--- src/rtl/crc_stream_if.sv ---
// crc_stream_if: input/output beat streams plus CRC result signals of the CRC engine
interface crc_stream_if #(
  parameter int DW = 8,
  parameter int CW = 16
);
  logic          mode;
  logic          s_valid;
  logic          s_ready;
  logic [DW-1:0] s_data;
  logic          s_last;
  logic          m_valid;
  logic          m_ready;
  logic [DW-1:0] m_data;
  logic          m_last;
  logic [CW-1:0] crc_out;
  logic          chk_valid;
  logic          chk_ok;
  modport slave (
    input  mode, s_valid, s_data, s_last, m_ready,
    output s_ready, m_valid, m_data, m_last, crc_out, chk_valid, chk_ok
  );
  modport master (
    output mode, s_valid, s_data, s_last, m_ready,
    input  s_ready, m_valid, m_data, m_last, crc_out, chk_valid, chk_ok
  );
endinterface

--- src/rtl/crc_stream_engine.sv ---
// crc_stream_engine: streaming CRC generator (appends CRC beats) / checker (flags residue match)
module crc_stream_engine #(
  parameter int            DW      = 8,
  parameter int            CW      = 16,
  parameter logic [CW-1:0] POLY    = 'h8005,
  parameter logic [CW-1:0] INIT    = '0,
  parameter logic [CW-1:0] XOROUT  = '0,
  parameter logic [CW-1:0] RESIDUE = '0
) (
  input logic         clk,
  input logic         rst,
  crc_stream_if.slave bus
);
  localparam int NB = CW / DW;
  localparam int NW = $clog2(NB + 1);
  typedef enum logic [1:0] {IDLE, DATA, APPEND} state_e;
  state_e        state_q, state_d;
  logic [CW-1:0] crc_q, crc_d, sh_q, sh_d, crc_out_q, crc_out_d, crc_next;
  logic [NW-1:0] cnt_q, cnt_d;
  logic [DW-1:0] md_q, md_d;
  logic          mode_q, mode_d, en_q, mv_q, mv_d, ml_q, ml_d, cv_q, cv_d, ok_q, ok_d;
  logic          free, acc, md_eff;
  // One LFSR step per data bit, MSB of the beat first
  for (genvar i = 0; i < DW; i++) begin : g_lfsr
    logic [CW-1:0] c_in, c;
    if (i == 0) begin : g_first
      assign c_in = crc_q;
    end else begin : g_next
      assign c_in = g_lfsr[i-1].c;
    end
    assign c = {c_in[CW-2:0], 1'b0} ^ ((c_in[CW-1] ^ bus.s_data[DW-1-i]) ? POLY : '0);
  end
  assign crc_next      = g_lfsr[DW-1].c;
  assign free          = !mv_q || bus.m_ready;
  assign bus.s_ready   = en_q && state_q != APPEND && free;
  assign acc           = bus.s_valid && bus.s_ready;
  assign md_eff        = state_q == IDLE ? bus.mode : mode_q;
  assign bus.m_valid   = mv_q;
  assign bus.m_data    = md_q;
  assign bus.m_last    = ml_q;
  assign bus.crc_out   = crc_out_q;
  assign bus.chk_valid = cv_q;
  assign bus.chk_ok    = ok_q;
  always_comb begin
    state_d   = state_q;
    crc_d     = crc_q;
    sh_d      = sh_q;
    cnt_d     = cnt_q;
    crc_out_d = crc_out_q;
    mode_d    = mode_q;
    mv_d      = mv_q;
    md_d      = md_q;
    ml_d      = ml_q;
    ok_d      = ok_q;
    cv_d      = 1'b0;
    if (acc) begin
      mv_d    = 1'b1;
      md_d    = bus.s_data;
      ml_d    = bus.s_last && md_eff;
      mode_d  = md_eff;
      crc_d   = crc_next;
      state_d = DATA;
      if (bus.s_last) begin
        crc_d     = INIT;
        crc_out_d = crc_next ^ XOROUT;
        sh_d      = crc_next ^ XOROUT;
        cnt_d     = NW'(NB);
        cv_d      = md_eff;
        ok_d      = md_eff ? crc_next == RESIDUE : ok_q;
        state_d   = md_eff ? IDLE : APPEND;
      end
    end else if (state_q == APPEND && free && cnt_q != '0) begin
      mv_d  = 1'b1;
      md_d  = sh_q[CW-1 -: DW];
      ml_d  = cnt_q == NW'(1);
      sh_d  = sh_q << DW;
      cnt_d = cnt_q - NW'(1);
    end else if (mv_q && bus.m_ready) begin
      mv_d    = 1'b0;
      state_d = state_q == APPEND ? IDLE : state_q;
    end
  end
  always_ff @(posedge clk or negedge rst) begin
    if (!rst) begin
      state_q   <= IDLE;
      crc_q     <= INIT;
      sh_q      <= '0;
      cnt_q     <= '0;
      crc_out_q <= '0;
      mode_q    <= 1'b0;
      en_q      <= 1'b0;
      mv_q      <= 1'b0;
      md_q      <= '0;
      ml_q      <= 1'b0;
      cv_q      <= 1'b0;
      ok_q      <= 1'b0;
    end else begin
      state_q   <= state_d;
      crc_q     <= crc_d;
      sh_q      <= sh_d;
      cnt_q     <= cnt_d;
      crc_out_q <= crc_out_d;
      mode_q    <= mode_d;
      en_q      <= 1'b1;
      mv_q      <= mv_d;
      md_q      <= md_d;
      ml_q      <= ml_d;
      cv_q      <= cv_d;
      ok_q      <= ok_d;
    end
  end
endmodule
--- src/flat_wrapper.sv ---
// flat-port wrapper written by rule: the top's interface ports become plain ports
module crc_stream_engine_flat 
#(
  parameter int            DW      = 8,
  parameter int            CW      = 16,
  parameter logic [CW-1:0] POLY    = 'h8005,
  parameter logic [CW-1:0] INIT    = '0,
  parameter logic [CW-1:0] XOROUT  = '0,
  parameter logic [CW-1:0] RESIDUE = '0
)
  (clk, rst, bus_mode, bus_s_valid, bus_s_data, bus_s_last, bus_m_ready, bus_s_ready, bus_m_valid, bus_m_data, bus_m_last, bus_crc_out, bus_chk_valid, bus_chk_ok);
  crc_stream_if #(.DW(DW), .CW(CW)) bus_i ();
  input logic clk;
  input logic rst;
  input wire logic [$bits(bus_i.mode)-1:0] bus_mode;
  input wire logic [$bits(bus_i.s_valid)-1:0] bus_s_valid;
  input wire logic [$bits(bus_i.s_data)-1:0] bus_s_data;
  input wire logic [$bits(bus_i.s_last)-1:0] bus_s_last;
  input wire logic [$bits(bus_i.m_ready)-1:0] bus_m_ready;
  output wire logic [$bits(bus_i.s_ready)-1:0] bus_s_ready;
  output wire logic [$bits(bus_i.m_valid)-1:0] bus_m_valid;
  output wire logic [$bits(bus_i.m_data)-1:0] bus_m_data;
  output wire logic [$bits(bus_i.m_last)-1:0] bus_m_last;
  output wire logic [$bits(bus_i.crc_out)-1:0] bus_crc_out;
  output wire logic [$bits(bus_i.chk_valid)-1:0] bus_chk_valid;
  output wire logic [$bits(bus_i.chk_ok)-1:0] bus_chk_ok;
  assign bus_i.mode = bus_mode;
  assign bus_i.s_valid = bus_s_valid;
  assign bus_i.s_data = bus_s_data;
  assign bus_i.s_last = bus_s_last;
  assign bus_i.m_ready = bus_m_ready;
  assign bus_s_ready = bus_i.s_ready;
  assign bus_m_valid = bus_i.m_valid;
  assign bus_m_data = bus_i.m_data;
  assign bus_m_last = bus_i.m_last;
  assign bus_crc_out = bus_i.crc_out;
  assign bus_chk_valid = bus_i.chk_valid;
  assign bus_chk_ok = bus_i.chk_ok;
  crc_stream_engine #(.DW(DW), .CW(CW), .POLY(POLY), .INIT(INIT), .XOROUT(XOROUT), .RESIDUE(RESIDUE)) u_core (.clk(clk), .rst(rst), .bus(bus_i));
endmodule
--- config.mk ---
export PLATFORM = sky130hd
export DESIGN_NAME = crc_stream_engine_flat
export DESIGN_NICKNAME = d
export VERILOG_FILES = /design/src/rtl/crc_stream_if.sv /design/src/rtl/crc_stream_engine.sv /design/src/flat_wrapper.sv
export SDC_FILE = /design/constraint.sdc
export NUM_CORES = 1
export LEC_CHECK = 0
export BUFFER_PORTS_ARGS = -buffer_cell sky130_fd_sc_hd__buf_4
export CORE_UTILIZATION = 45
export DETAILED_ROUTE_END_ITERATION = 10
export GPL_TIMING_DRIVEN = 0
export PLACE_DENSITY = 0.65
export SYNTH_ARGS = -nofsm -noshare
export SYNTH_HDL_FRONTEND = slang
export SYNTH_SLANG_ARGS = --single-unit
--- constraint.sdc ---
create_clock -name clk -period 2.75 [get_ports clk]
set_clock_uncertainty 0.05 [all_clocks]
set_input_delay 0.55 -clock clk [delete_from_list [all_inputs] [get_ports clk]]
set_output_delay 0.55 -clock clk [all_outputs]
set_load 0.02 [all_outputs]
==> results of run 1 <==
-- report_power, final --
part / internal (mW) / switching [mW]
logic: 0.887 / 1.11
clock network: 0.399 / 0.347
registers: 1.38 / 0.278
total: 2.66 / 1.74
-- cell usage after synthesis, types with 4 or more instances --
cell type   n
a21o_1     14
a22oi_1     9
clkbuf_1    9
dfrtp_1    66
mux2_2      8
mux2i_1     8
nand2_1    51
nand3b_1    5
nor2_1     12
o21ai_0    15
o31ai_1     9
xnor2_1    15
xnor2_2     4
-- sequential cells by signal, summed over array words and instances, names as in the netlist --
signal	count
u_core.sh_q	16
u_core.bus.m_data	8
u_core.state_q	2
u_core.mode_q	1
u_core.cnt_q	2
u_core.bus.chk_ok	1
u_core.bus.m_valid	1
u_core.crc_q	16
u_core.en_q	1
u_core.bus.crc_out	16
u_core.bus.chk_valid	1
u_core.bus.m_last	1
-- final cells by class --
type / count / area share
Sequential cell: 66 / 0.4683
Multi-Input combinational cell: 180 / 0.3466
Timing Repair Buffer: 41 / 0.08727
Clock buffer: 14 / 0.04895
Tap cell: 77 / 0.02731
Buffer: 14 / 0.01561
Inverter: 3 / 0.003193
Clock inverter: 2 / 0.002838
-- kinds of logic after synthesis --
kind of cell / after synthesis
mux: 16
other cells: 1
fa+ha+maj: 2
buf+inv: 17
xor+xnor: 24
compound gates: 54
simple gates: 83
flops: 66
-- through the flow --
step | std cells | instance area, um^2 | setup WS [ps] | power [mW] | hold WS, ps
global route | 397 | 3527 | 276.4 | 4.724 | 321.5
floorplan | 263 | 2940 | 620.3 | 3.006 | 204.4
global placement | 381 | 3344 | 212.0 | 3.655 | 408.5
CTS | 397 | 3527 | 401.5 | 4.440 | 295.7
finish | 397 | 3527 | 373.2 | 4.403 | 256.5
detailed placement | 381 | 3344 | 165.3 | 3.689 | 414.2
-- metal layers --
layer	part of all wire	wire length, um	global-route usage	up-vias
li1	-	-	-	1013
met1	0.47	3018	0.2924	986
met2	0.45	2927	0.3159	68
met3	0.071	457	0.03777	6
met4	0.011	68	0.08150	0
met5	0	0	0	-
-- layout by cell type (no fill, tap or decap), types with 3 or more instances in the layout --
master / count
buf_1: 3
nand2_1: 51
inv_1: 3
xnor2_2: 4
dfrtp_1: 66
xor2_1: 3
a22oi_1: 9
mux2_2: 8
nand4_1: 3
nand3b_1: 5
nand3_1: 3
clkbuf_8: 12
mux2i_1: 8
clkbuf_1: 11
nor2_1: 12
a21o_1: 14
xnor2_1: 15
buf_4: 41
o21ai_0: 15
o31ai_1: 9
-- worst max path at each step --
stage / from / end / slack (ps)
4_1_cts: u_core.state_q[0] / u_core.sh_q[11] / 400
2_1_floorplan: bus_s_data[3] / u_core.sh_q[15] / 620
6_report: u_core.state_q[0] / u_core.sh_q[11] / 370
3_3_place_gp: bus_m_ready / u_core.sh_q[10] / 210
5_1_grt: u_core.state_q[0] / u_core.sh_q[12] / 280
3_5_place_dp: bus_m_ready / u_core.sh_q[11] / 170
==> impl_metrics.ini, run 1 <==
[clocking]
clockBufferDepth = 2
tritoncts = done
htreeDepth = 3
cts_root_buf = clkbuf_8
clkSlewWorstSetupHoldPaths_ps = 70
cts_num_sinks = 66
numCtsBuffers = 9
clock_latency_ps = 340
post_cts_resized = 0
holdBufCountCts = 0
cts_setup_buffers = 0

[layout]
final_nets = 331
post-route-util = 0.5587
drive_gt1_frac = 0.2344
nFillCells = 581
register_area_mm2 = 0.001652
multi_input_area_mm2 = 0.001222
area_delta_synth_final_pct = 19.96
insertedDiodeCount = 0

[logic_synthesis]
ys_async_sr_fraction = 1.000
synth_compound_area_frac = 0.1277
synth_cell_types = 34
synth_top_family_by_area = compound AO/OA/AOI/OAI gates
syn_inst = 263
netlist_area_mm2 = 0.002940
synth_warnings = 0
synth-edff-count = 0
synth_ff_type = dfrtp_1
ys_seq_area_frac = 0.5617
synth_area_leaders = dfrtp_1, nand2_1, xnor2_1
synth-simple-area-share = 0.1277
syn_nets = 279
synth_fa_ha_area_frac = 0.008511
yosys.area.top_type = dfrtp_1
yosys.area_share.xor_xnor = 0.09277
synth_top_area_share = 0.5617
synthMuxAreaShare = 0.05787
avgSynthCellArea_um2 = 11.18
synth-seq-cells = 66

[floorplanning]
die_w_um = 82.84
io_pins = 43
core-area_mm2 = 0.006314
dieArea_mm2 = 0.006862
start_util = 0.4657
die_h_um = 82.84
rows = 29

[place]
finalWeightedCongestion = 0.8908
port_buffers = 41
hpwl_mm = 4.596

[route]
post_drt_wl_per_cell_um = 16.30
drtIter0Drc = 140
ant_nets = 0
dr.pass1.iters = 5
remaining_drc_errors = 0
vias_per_cell = 5.222
vias = 2073
wl_mm = 6.471

[global_route]
overflow = 0
grt_pass1_wl_mm = 10.92
grt_max_degree = 67
antenna_found_initial = 0
gr-usage-all-layers = 0.2064
grt_pass1_vias = 2083

[setup_path]
crit_fanout = 10
rr_worst_depth = 6
max_stage_delay_ps = 520
r2r_slack_ps = 370
r2r-end = u_core.sh_q[11]
timing_worst_setup_path_type = register to register
startpoint_type = register
cp_num_buf_inv = 2
worstPathCellList = nand2b_1, and4_1, buf_2, a21oi_1, clkbuf_1, o21ai_0
crit_required_ps = 2900
critical_path_arrival_ps = 2520
r2r_start = u_core.state_q[0]
critPathCaptureType = register
worst-path-stages = 6
cp_top_family = compound AO/OA/AOI/OAI gates
cpMaxStageDelayCell = a21oi_1

[timing]
final_hold_viol_count = 0
final-max-slew-violation-count = 0
rsz0062_at_grt = no
min_period_over_period = 0.8643
post-route-min-period_ps = 2377
fmax_mhz = 420.7
fin_setup_tns_ps = 0
setup_violations = 0
worstMarginPinSlew_ps = 831.2
maxSlewHeadroom = 0.4459

[min_path]
hold_class = input port to asynchronous set/reset pin

[run]
cap_violations = 0

[power]
irDropWorstVdd_uv = 642.7
power_density_mw_per_mm2 = 1248
power.leakage_nw = 1.767

[outcome]
status = finished, final reports clean
Power figures use the tool's default switching activity.
==> run 2: changes to the inputs <==
--- a/config.mk
+++ b/config.mk
@@ -6,6 +6,7 @@
 export NUM_CORES = 1
 export LEC_CHECK = 0
 export BUFFER_PORTS_ARGS = -buffer_cell sky130_fd_sc_hd__buf_4
+export CORE_ASPECT_RATIO = 1.4
 export CORE_UTILIZATION = 45
 export DETAILED_ROUTE_END_ITERATION = 10
 export GPL_TIMING_DRIVEN = 0
==> impl_metrics.ini, run 2 (same netlist as run 1, synthesis figures left out) <==
[outcome]
status = finished, final reports clean

[setup_path]
timing_worst_setup_path_type = register to register
critical_path_arrival_ps = 2470
cpMaxStageDelayCell = xnor2_1
crit_start = u_core.crc_q[11]
max_stage_delay_ps = 480
startpoint_type = register
critPathCaptureType = register
worstPathCellList = xnor2_1, xor3_2, xor3_2, xnor2_1, o21ai_0
crit_required_ps = 2910
crit_fanout = 4
r2r_start = u_core.crc_q[11]

[route]
vias = 2056
vias_per_cell = 5.272
remaining_drc_errors = 0
drtIter0Drc = 151
dr.pass1.iters = 4
ant_nets = 0
post_drt_wl_per_cell_um = 15.99
wl_mm = 6.235

[run]
cap_violations = 0

[place]
finalWeightedCongestion = 0.9074
port_buffers = 41
hpwl_mm = 4.478
dpl_cell_area_mm2 = 0.003338

[global_route]
grt_pass1_wl_mm = 10.63
grt_pass1_vias = 2113
antenna_found_initial = 0
grt_max_degree = 67
overflow = 0
gr-usage-all-layers = 0.2033

[layout]
final_common_cell = dfrtp_1
drive_gt1_frac = 0.2233
insertedDiodeCount = 0
post-route-util = 0.5582
fin_area_mm2 = 0.003491
multi_input_area_mm2 = 0.001222
final_nets = 331
area_delta_synth_final_pct = 18.72
register_area_mm2 = 0.001652
layout_common_cells = dfrtp_1, nand2_1, buf_4
nFillCells = 566

[timing]
worstMarginPinSlew_ps = 828.4
fmax_mhz = 432.6
rsz0062_at_grt = no
final-max-slew-violation-count = 0
holdWs_ps = 251.0
setup_violations = 0
maxSlewHeadroom = 0.4478
final_hold_viol_count = 0
fin_setup_tns_ps = 0
post-route-min-period_ps = 2311
min_period_over_period = 0.8405

[power]
power_density_mw_per_mm2 = 1238
irDropWorstVdd_uv = 594.3
total_power_mw = 4.321
power.leakage_nw = 1.747

[clocking]
clockBufferDepth = 2
cts_root_buf = clkbuf_8
clock_latency_ps = 340
tritoncts = done
clkSlewWorstSetupHoldPaths_ps = 70
cts_num_sinks = 66
holdBufCountCts = 0
numCtsBuffers = 9
htreeDepth = 3
post_cts_resized = 0
cts_setup_buffers = 0

[floorplanning]
die_h_um = 97.64
start_util = 0.4702
core-area_mm2 = 0.006254
io_pins = 43
die_w_um = 70.32
dieArea_mm2 = 0.006866
rows = 34

[min_path]
hold_class = input port to asynchronous set/reset pin
run 2: cell count changes in the layout (fill, tap and decap cells not counted), sizes merged:
cell,change
clkinv,-2
run 2: worst paths after layout:
path | end | cells after the start | slack [ps]
worst max-delay path | u_core.sh_q[15] | 5 | 440
worst min-delay path | u_core.bus.crc_out[12] | 1 | 250
worst max register to register | u_core.sh_q[15] | 5 | 440
worst min register to register | u_core.bus.m_data[7] | 2 | 420
max in group asynchronous | u_core.bus.chk_ok | 1 | 1850
min in group clk | u_core.bus.m_data[6] | 3 | 410
run 2: report_power, final:
group | total [mW] | switching [mW] | leakage, nW | internal [mW]
clock | 0.672 | 0.329 | 0.0766 | 0.344
sequential | 1.65 | 0.273 | 0.846 | 1.38
combinational | 2.00 | 1.11 | 0.824 | 0.886
run 2: critical path, delay by kind of cell, from the launching register on:
family / cells / cell delay (ps)
flip-flops: 1 / 390
AO/OA/AOI/OAI: 1 / 150
XOR/XNOR: 4 / 1600
run 2: layout make-up:
type | count | share of cell area
Buffer | 14 | 0.01577
Multi-Input combinational cell | 180 | 0.3502
Clock buffer | 14 | 0.04373
Tap cell | 72 | 0.02581
Sequential cell | 66 | 0.4731
Timing Repair Buffer | 41 | 0.08817
Inverter | 3 | 0.003226
run 2: metrics by stage:
stage	instances	setup WS, ps
floorplan	263	620.3
global placement	376	193.1
finish	390	438.6
CTS	390	446.8
global route	390	281.8
detailed placement	376	173.4
run 2: layer usage:
metal	vias up	GRT usage	share of wire
li1	1003	-	-
met1	987	0.2827	0.47
met2	54	0.2960	0.46
met3	12	0.05394	0.039
met4	0	0.09231	0.022
met5	-	0	0
